### src/rtl/ccff_pkg.sv
// Shared constants for the configuration-chain loader: FSM encodings,
// CRC-8 polynomial and the words-per-pass helper.
package ccff_pkg;

   localparam logic [1:0] ST_IDLE  = 2'd0;
   localparam logic [1:0] ST_FETCH = 2'd1;
   localparam logic [1:0] ST_SHIFT = 2'd2;
   localparam logic [1:0] ST_DONE  = 2'd3;

   localparam logic [7:0] CRC8_POLY = 8'h07;

   function automatic int words_per_pass(input int chain_len, input int word_w);
      return (chain_len + word_w - 1) / word_w;
   endfunction

endpackage

### src/rtl/ccff_crc8_serial.sv
// Bit-serial CRC-8 (MSB-first register, poly from ccff_pkg, init 0x00).
// The clear input has priority over the enable.
module ccff_crc8_serial
   import ccff_pkg::*;
(
   input  logic       clk,
   input  logic       rst_n,
   input  logic       clr_i,
   input  logic       en_i,
   input  logic       bit_i,
   output logic [7:0] crc_o
);

   logic [7:0] crc_q, crc_d;
   logic       fb;

   always_comb begin
      fb    = crc_q[7] ^ bit_i;
      crc_d = crc_q;
      if (clr_i) begin
         crc_d = 8'h00;
      end else if (en_i) begin
         crc_d = {crc_q[6:0], 1'b0} ^ (fb ? CRC8_POLY : 8'h00);
      end
   end

   always_ff @(posedge clk or negedge rst_n) begin
      if (!rst_n) crc_q <= 8'h00;
      else        crc_q <= crc_d;
   end

   assign crc_o = crc_q;

endmodule

### src/rtl/ccff_chain_loader.sv
// Serialises bitstream words into a CCFF configuration chain and optionally
// re-shifts them to verify the chain. Optional CRC output: CCFF_CHAIN_LOADER_CRC_EN.
module ccff_chain_loader
   import ccff_pkg::*;
#(
   parameter int CHAIN_LEN = 18,
   parameter int WORD_W    = 8,
   parameter int IDX_W     = $clog2(CHAIN_LEN + 1)
) (
   input  logic              prog_clk,
   input  logic              pReset_n,
   input  logic              start,
   input  logic              verify,
   input  logic              abort,
   input  logic [WORD_W-1:0] s_data,
   input  logic              s_valid,
   output logic              s_ready,
   output logic              ccff_head,
   input  logic              ccff_tail,
   output logic              config_enable,
   output logic              config_readback,
   output logic              busy,
   output logic              done,
   output logic              err,
   output logic [IDX_W-1:0]  err_idx,
`ifdef CCFF_CHAIN_LOADER_CRC_EN
   output logic [7:0]        crc_out,
`endif
   output logic [1:0]        dbg_state
);

   localparam int WORDS = words_per_pass(CHAIN_LEN, WORD_W);
   localparam int CNT_W = $clog2(WORD_W + 1);
   localparam int WC_W  = $clog2(WORDS + 1);

   logic [1:0]        state_q, state_d;
   logic              mode_q, mode_d;
   logic [WORD_W-1:0] shreg_q, shreg_d;
   logic [IDX_W-1:0]  shifted_q, shifted_d;
   logic [CNT_W-1:0]  bit_cnt_q, bit_cnt_d;
   logic [WC_W-1:0]   word_cnt_q, word_cnt_d;
   logic              err_q, err_d;
   logic [IDX_W-1:0]  err_idx_q, err_idx_d;
   logic              crc_clr;
   logic              in_shift, last_bit, final_bit, hs;

   function automatic logic [CNT_W-1:0] bits_for(input logic [IDX_W-1:0] done_bits);
      int remain;
      remain = CHAIN_LEN - int'(done_bits);
      if (remain > WORD_W) remain = WORD_W;
      return CNT_W'(remain);
   endfunction

   // Stream handshake: a word transfers on a prog_clk edge where s_valid and
   // s_ready are both high; s_ready is registered-decoded and never waits on s_valid.
   assign in_shift  = (state_q == ST_SHIFT);
   assign last_bit  = in_shift && (bit_cnt_q == CNT_W'(1));
   assign final_bit = in_shift && (shifted_q == IDX_W'(CHAIN_LEN - 1));
   assign s_ready   = (state_q == ST_FETCH) ||
                      (last_bit && !final_bit && (word_cnt_q < WC_W'(WORDS)));
   assign hs        = s_valid && s_ready;

   always_comb begin
      state_d    = state_q;
      mode_d     = mode_q;
      shreg_d    = shreg_q;
      shifted_d  = shifted_q;
      bit_cnt_d  = bit_cnt_q;
      word_cnt_d = word_cnt_q;
      err_d      = err_q;
      err_idx_d  = err_idx_q;
      crc_clr    = 1'b0;

      // The chain shifts on every edge with config_enable high, abort or not.
      if (in_shift && mode_q && (ccff_tail != shreg_q[0]) && !err_q) begin
         err_d     = 1'b1;
         err_idx_d = shifted_q;
      end

      if (abort) begin
         state_d = ST_IDLE;
      end else begin
         case (state_q)
            ST_IDLE: begin
               if (start) begin
                  state_d    = ST_FETCH;
                  mode_d     = verify;
                  err_d      = 1'b0;
                  err_idx_d  = '0;
                  shifted_d  = '0;
                  bit_cnt_d  = '0;
                  word_cnt_d = '0;
                  crc_clr    = 1'b1;
               end
            end
            ST_FETCH: begin
               if (hs) begin
                  shreg_d    = s_data;
                  bit_cnt_d  = bits_for(shifted_q);
                  word_cnt_d = word_cnt_q + WC_W'(1);
                  state_d    = ST_SHIFT;
               end
            end
            ST_SHIFT: begin
               shreg_d   = shreg_q >> 1;
               shifted_d = shifted_q + IDX_W'(1);
               bit_cnt_d = bit_cnt_q - CNT_W'(1);
               if (final_bit) begin
                  state_d = ST_DONE;
               end else if (last_bit) begin
                  if (hs) begin
                     shreg_d    = s_data;
                     bit_cnt_d  = bits_for(shifted_q + IDX_W'(1));
                     word_cnt_d = word_cnt_q + WC_W'(1);
                  end else begin
                     state_d = ST_FETCH;
                  end
               end
            end
            default: state_d = ST_IDLE;
         endcase
      end
   end

   always_ff @(posedge prog_clk or negedge pReset_n) begin
      if (!pReset_n) begin
         state_q    <= ST_IDLE;
         mode_q     <= 1'b0;
         shreg_q    <= '0;
         shifted_q  <= '0;
         bit_cnt_q  <= '0;
         word_cnt_q <= '0;
         err_q      <= 1'b0;
         err_idx_q  <= '0;
      end else begin
         state_q    <= state_d;
         mode_q     <= mode_d;
         shreg_q    <= shreg_d;
         shifted_q  <= shifted_d;
         bit_cnt_q  <= bit_cnt_d;
         word_cnt_q <= word_cnt_d;
         err_q      <= err_d;
         err_idx_q  <= err_idx_d;
      end
   end

   assign config_enable   = in_shift;
   assign ccff_head       = in_shift & shreg_q[0];
   assign busy            = (state_q != ST_IDLE);
   assign done            = (state_q == ST_DONE);
   assign config_readback = busy & mode_q;
   assign err             = err_q;
   assign err_idx         = err_idx_q;
   assign dbg_state       = state_q;

`ifdef CCFF_CHAIN_LOADER_CRC_EN
   ccff_crc8_serial u_crc (
      .clk   (prog_clk),
      .rst_n (pReset_n),
      .clr_i (crc_clr),
      .en_i  (config_enable),
      .bit_i (ccff_head),
      .crc_o (crc_out)
   );
`else
   logic unused_crc_clr;
   assign unused_crc_clr = crc_clr;
`endif

endmodule

### config.mk
export PLATFORM = sky130hd
export DESIGN_NAME = ccff_chain_loader
export DESIGN_NICKNAME = d
export VERILOG_FILES = /design/src/rtl/ccff_pkg.sv /design/src/rtl/ccff_crc8_serial.sv /design/src/rtl/ccff_chain_loader.sv
export SDC_FILE = /design/constraint.sdc
export NUM_CORES = 1
export LEC_CHECK = 0
export BUFFER_PORTS_ARGS = -buffer_cell sky130_fd_sc_hd__buf_4
export CORE_MARGIN = 2
export CORE_UTILIZATION = 42
export DETAILED_ROUTE_END_ITERATION = 10
export PLACE_DENSITY_LB_ADDON = 0.05
export SLEW_MARGIN = 20
export SYNTH_ARGS = -nofsm -noshare
export SYNTH_HDL_FRONTEND = slang
export SYNTH_SLANG_ARGS = --single-unit
### constraint.sdc
create_clock -name prog_clk -period 2.6 [get_ports prog_clk]
set_clock_uncertainty 0.05 [all_clocks]
set_input_delay 0.26 -clock prog_clk [delete_from_list [all_inputs] [get_ports prog_clk]]
set_output_delay 0.26 -clock prog_clk [all_outputs]
set_load 0.005 [all_outputs]
==> summary by stage, run 1 <==
Finish
The area growth from synthesis to layout is 17.2%. The total of fill cells in the finished design is 424. Summing all flip-flop and latch instances after layout gives 701 µm². The area taken by multi-input logic gates is 1180 µm². The repair_antennas step left the layout with diodes totalling 0. In the final layout, the share of cells above drive strength 1 is 0.203. The total number of nets in the final design is 274. The commonest non-fill, non-tap cell in the layout is buf_4.

In the layout the commonest cells are buf_4, dfrtp_1, nor2_1.

STA
Setup repair after global routing left no endpoint under its margin. In the finished design, the share of the clock period the worst path needs comes to 0.918. Based on the critical path, the design can be clocked at up to 419 MHz. Hold timing on the final database bottoms out at a slack of 0.171 ns. After layout, the minimum clock period comes to 2.39 ns.

The number of hold violations in the final report was 0. The worst slew margin relative to its limit is 0.613. The setup TNS after final layout is 0 ns. The final number of max-transition violations is 0. Setup violations remaining at the end of the flow were counted as 0. At the pin with the least slew margin, the transition time is 0.575 ns.

Worst setup path
The worst setup path is launched from a flip-flop. Data on the critical path is required at its endpoint by 2.71 ns. The arrival time at the worst endpoint is 2.50 ns.

The launch point of the worst reg-to-reg path is shifted_q[1]. For the worst flop-to-flop path, the logic depth is 7. The setup check on the worst reg-to-reg path leaves a slack of 0.21 ns. The worst register-to-register path ends at bit_cnt_q[3]. The kind of capture point of the worst setup path is a flip-flop. The worst setup path is of the reg2reg kind.

Of all nets on the critical path, the largest fanout is 11.

Global routing
The initial antenna violation count is 0. The first global-routing pass estimated 7.69 mm of wire. The number of global-route vias before repair is 1607. Summed over all layers, the global routing overflow is 0. Entering global routing, the biggest net connects 29 pins. The overall track demand over capacity in global routing is 0.182.

Synthesis
The xor and xnor fraction of the mapped netlist area is 0.0488. The dominant register cell in the synthesized netlist is dfrtp_1. The post-synthesis cell type count is 52. The adder and majority cell fraction of the synthesized area is 0.0761.

For this run, the number of Yosys warnings is 0. The synthesized design contains 28 register bits. Yosys mapped a number of flops with a built-in enable equal to 0.

The compound-gate portion of the synthesized area came to 0.182. The synthesized netlist occupies a cell area of 1970 µm². The proportion of register bits with asynchronous set or reset after synthesis is 1.00. When the netlist entered floorplanning its net count stood at 244.

The simple-gate portion of the synthesized area is 0.217. Of the post-synthesis cell area, the part taken by muxes is 0.0717. The sequential-to-total area share from yosys stat is 0.355. The cell count after synthesis is 217. The post-synthesis average cell area is 9.09 µm². After synthesis, the largest family of logic cells by area is simple AND/OR/NAND/NOR gates.

Routing
Wires add up to 4.46 mm. The vias per cell is 5.53. Before antenna repair, the detailed router went through 4 iterations. The number of violations reported at the end of detailed-routing iteration 0 is 143.

The total DRC errors in the routed layout is 0. Summing over every cut layer, the via total after detailed routing is 1649. The detail route stage leaves a number of antenna-violating nets equal to 0. The routed wire length per instance is 15.0 µm.

Placed design
The routability congestion estimate is 0.861. The detailed placer's ending HPWL is 3.47 mm. During placement, the flow inserted port buffers numbering 28.

Pwr
The maximum resistive drop on vdd is 436 µV. The leakage power figure is 1.06 nW. The cell area power density is 793 nW/µm².

Die
The initial core utilization is 0.444. The area of the placeable core is 4440 µm². Row generation in the floorplan step produced 24 rows. The number of primary I/O pins is 29. The area of the die is 5260 µm². The floorplan step set the die width to 72.5 µm. The die is 72.5 µm tall.

Clock tree
The longest clock path from root to sink contains 2 buffers. The number of buffers created by CTS is 3. The clock latency at the later pin of the worst-skew pair is 0.27 ns.

The CTS clock-pin slew for the worst setup and hold paths is 0.09 ns. The cell sitting at the root of the clock tree is a clkbuf_8. The number of sinks driven by the clock tree is 28.

TritonCTS built the clock tree. In this run the number of H-tree levels came out at 1. The post-CTS setup buffer count is 0.

Worst hold path
The path category of the worst min-delay check is in2reg. The number of cells on the worst hold path is 2. The endpoint of the worst hold path is mode_q. The start point of the worst min-delay path is verify.

Job
The max-capacitance violation count is 0.

Outcome
The run finished with clean final reports.
## critical path: stages (launching register included)
cell      delay, ns
dfrtp_1        0.51
ha_1           0.45
nand2b_1       0.21
a21oi_1        0.08
or4_1          0.44
and2_0         0.18
o311ai_1       0.27
o21ai_1        0.08
## cells by family after synthesis
kind of cell               after synthesis
AOI/OAI and AO/OA                       51
DFF                                     28
xor gates and xnor gates                11
buffers and inverters                   23
muxes                                   14
adders and majority gates               12
and+or+nand+nor                         78
## per-layer routing
| metal | vias up | track usage | routed length [µm] |
|---|---|---|---|
| li1 | 828 | - | - |
| met1 | 772 | 0.264 | 2170 |
| met2 | 45 | 0.282 | 2070 |
| met3 | 4 | 0.0278 | 181 |
| met4 | 0 | 0.0556 | 42 |
| met5 | - | 0 | 0 |
## metrics by stage
stage | utilization | total power [mW] | std cells | setup slack, ns | area, µm²
floorplan | - | 1.28 | 217 | 0.334 | 1970
global placement | 0.504 | 1.54 | 293 | 0.319 | 2240
detailed placement | 0.504 | 1.57 | 293 | 0.257 | 2240
CTS | 0.519 | 1.86 | 298 | 0.228 | 2310
global route | 0.520 | 2.00 | 298 | 0.0825 | 2310
finish | 0.520 | 1.83 | 298 | 0.214 | 2310
## timing repair
action	in CTS	in global routing
setup endpoints to repair	0	1
resized for setup	0	1
hold buffers	1	0
endpoints found under the hold margin	28	0
## sequential cells by signal, summed over array words and instances (netlist names)
signal      flops
dbg_state       2
mode_q          1
bit_cnt_q       4
word_cnt_q      2
shifted_q       5
err_idx         5
shreg_q         8
err             1
## cell type report
cell class,count,share of cell area
Sequential cell,28,0.303
Clock buffer,4,0.0238
Tap cell,52,0.0281
Timing Repair Buffer,34,0.111
Inverter,14,0.0227
Multi-Input combinational cell,166,0.511
## synthesized netlist by cell type, drive strengths merged (3+ instances only)
cell	n	area (µm²)
xnor2	4	35.0
o21ai	14	73.8
mux2i	13	130
o22ai	3	18.8
inv	14	52.6
dfrtp	28	701
nor3	3	15.0
xor2	7	61.3
ha	12	150
nor4	3	18.8
nand2	14	55.1
and2	3	18.8
nand3	10	50.1
a21oi	12	60.1
nor2b	7	43.8
nor3b	3	27.5
nor2	22	82.6
buf	7	37.5
## worst max path at each step
stage,start,to,depth (start not counted)
CTS,shifted_q[1],bit_cnt_q[3],7
global route,shifted_q[1],bit_cnt_q[3],7
floorplan,shifted_q[0],bit_cnt_q[3],8
finish,shifted_q[1],bit_cnt_q[3],7
global placement,dbg_state[0],bit_cnt_q[1],8
detailed placement,shifted_q[1],bit_cnt_q[3],7
## power breakdown
group          switching, mW  leakage (nW)  internal [mW]  total [mW]
clock                  0.135        0.0288          0.136       0.270
combinational          0.488         0.666          0.413       0.901
sequential             0.103         0.363          0.561       0.664
No activity file was read; power rests on OpenSTA's default activity.
==> run 2: changes to the inputs <==
CTS_BUF_LIST = sky130_fd_sc_hd__clkbuf_16   (was default)
HOLD_SLACK_MARGIN = 0.12   (was default)
MAX_ROUTING_LAYER = met4   (was default)
==> summary by stage, run 2 (same netlist as run 1, synthesis figures left out) <==
Finish
The area growth from synthesis to layout is 18.1%. The library cell used most frequently in the layout, excluding fill and tap cells, is buf_4. Of the cells placed in the final design, the portion with a size suffix greater than 1 is 0.195.

The library cells used most frequently in the layout, excluding fill and tap cells, are buf_4, dfrtp_1, nor2_1. The register with the most flip-flops in the layout has 8 of them. The footprint of the flip-flops and latches is 701 µm².

The total number of nets in the final design is 274. The antenna diode count is 0. The register containing the most flip-flops in the final layout is shreg_q. The utilization after layout is 0.524.

The layout has 418 filler cells. The area taken by multi-input logic gates is 1170 µm².

Routing
The detailed router finished its first iteration with 90 violations. The detailed-route via count is 1680. After detailed routing, the number of remaining DRC violations is 0. The highest metal layer carrying signal wires in the routed design is met4. The routed wire length per instance is 15.3 µm.

The detailed route wirelength on metal3 is 182 µm. For this block, the routed nets add up to 4.56 mm of wire. The met1 wire length is 2.16 mm. In this run the remaining antenna-violating nets after routing total 0. The first detailed-routing pass ran for 5 iterations. The length of routed met2 wiring is 2.12 mm. Using the TritonRoute via totals, the vias-per-cell ratio works out to 5.64.

Global routing
The pin count of the biggest net entering global routing is 29. The total overflow left after global routing is 0. The overall track demand over capacity in global routing is 0.195. The initial antenna violation count came to 0. The number of global-route vias before repair is 1691. The first global-routing pass estimated 7.85 mm of wire.

STA
Of the available clock period, the critical path in the final layout requires 0.909. Counting I/O delays and the setup requirement, the final critical path takes 2.36 ns. The final-report setup violation count is 0. The number of hold violations in the final report came to 0. At the pin with the least slew margin, the transition time is 0.623 ns. The final number of max-transition violations was 0. The setup TNS after final layout is 0 ns. Measured against its own limit, the worst slew margin works out to 0.583. Setup repair after global routing left no endpoint under its margin. The highest clock frequency the design can meet is 423 MHz. The hold slack is 0.186 ns.

Placed design
The quantity of I/O buffers inserted on ports is 28. The routability congestion estimate is 0.896. The wire-length estimate of the detail-placed layout is 3.52 mm.

Clock tree
Clock tree synthesis inserted a total of 3 buffers. The clock latency at the later pin of the worst-skew pair is 0.26 ns. No sink is reached through more buffers than the 2 on the longest clock path. TritonCTS built the clock tree. The root buffer cell is clkbuf_16. The level count of the clock H-tree is 1.

The number of sinks driven by the clock tree is 28. The post-cts repair resize count is 0. The CTS clock-pin slew for the worst setup and hold paths is 0.07 ns.

Worst setup path
The worst endpoint required time is 2.70 ns. The critical path in this run is classified as reg2reg. The arrival time at the worst endpoint is 2.46 ns.

STA classifies the critical path endpoint as a flip-flop. The peak fanout along the critical path is 5. STA classifies the critical path startpoint as a flip-flop.

Die
The area of the placeable core is 4440 µm². The floorplan step defined a die boundary enclosing 5260 µm². The cell row count is 24. 29 I/O pins were placed. The initial utilization of the core area, before any placement, comes to 0.444. The die is 72.5 µm wide. The vertical die dimension is 72.5 µm.

Worst hold path
The tightest min-delay check is of the in2reg type.

Pwr
Power spread over the standard cell area amounts to 829 nW/µm². Internal power comes to 1.18 mW. The power consumption is 1.93 mW. The worst-case IR drop observed on VDD is 444 µV. The leakage power figure is 1.07 nW. Of the total power, combinational logic draws 0.471. The share of total power dissipated in sequential elements is 0.345. Of the total power, the share spent switching nets is 0.388. Of the total power, the clock network draws 0.184. The analysis attributes to net switching a power of 0.750 mW.

Job
The max-capacitance violation count is 0.

Outcome
The flow ran to the end, and the final reports show no timing, DRC or antenna violations.
## run 2: final timing paths
| kind | endpoint | from | slack [ns] | cells after the start |
|---|---|---|---|---|
| min in group asynchronous | err | pReset_n | 0.40 | 2 |
| min | mode_q | verify | 0.19 | 2 |
| max | bit_cnt_q[1] | dbg_state[0] | 0.24 | 8 |
| max reg2reg | bit_cnt_q[1] | dbg_state[0] | 0.24 | 8 |
| min reg2reg | shreg_q[7] | shreg_q[7] | 0.48 | 2 |
| max in group asynchronous | bit_cnt_q[1] | pReset_n | 1.82 | 2 |
## run 2: layer usage
metal,vias to the layer above,track usage
met5,-,-
met4,0,0.0720
met3,9,0.0208
met2,46,0.293
met1,794,0.271
li1,831,-
## run 2: power by group through the flow
stage	Combinational, mW	Clock (mW)	Sequential (mW)
2_1_floorplan	0.631	0	0.651
3_3_place_gp	0.874	0	0.665
3_5_place_dp	0.907	0	0.673
4_1_cts	0.913	0.362	0.666
5_1_grt	1.03	0.377	0.686
6_report	0.909	0.355	0.666
## run 2: final cells by class
type,instances,area share
Sequential cell,28,0.301
Clock buffer,3,0.0322
Timing Repair Buffer,34,0.111
Tap cell,52,0.0279
Clock inverter,1,0.00161
Inverter,14,0.0226
Multi-Input combinational cell,166,0.504
## run 2: what timing repair did
item | 4_1_cts | 5_1_grt
hold buffers | 1 | 0
buffers inserted | 0 | 0
hold endpoints to repair | 28 | 0
## run 2: critical path, stage by stage, from the launching register on
cell	delay [ns]
dfrtp_1	0.42
inv_1	0.12
ha_1	0.26
nor2b_1	0.18
or2_2	0.34
or3_4	0.42
a32o_1	0.22
a31oi_1	0.14
nand3_1	0.09
## run 2: through the flow
step           cells  setup slack (ns)  area [µm²]
2_1_floorplan    217             0.334        1970
3_3_place_gp     293             0.289        2240
3_5_place_dp     293             0.262        2240
4_1_cts          298             0.233        2330
5_1_grt          298            0.0183        2330
6_report         298             0.235        2330
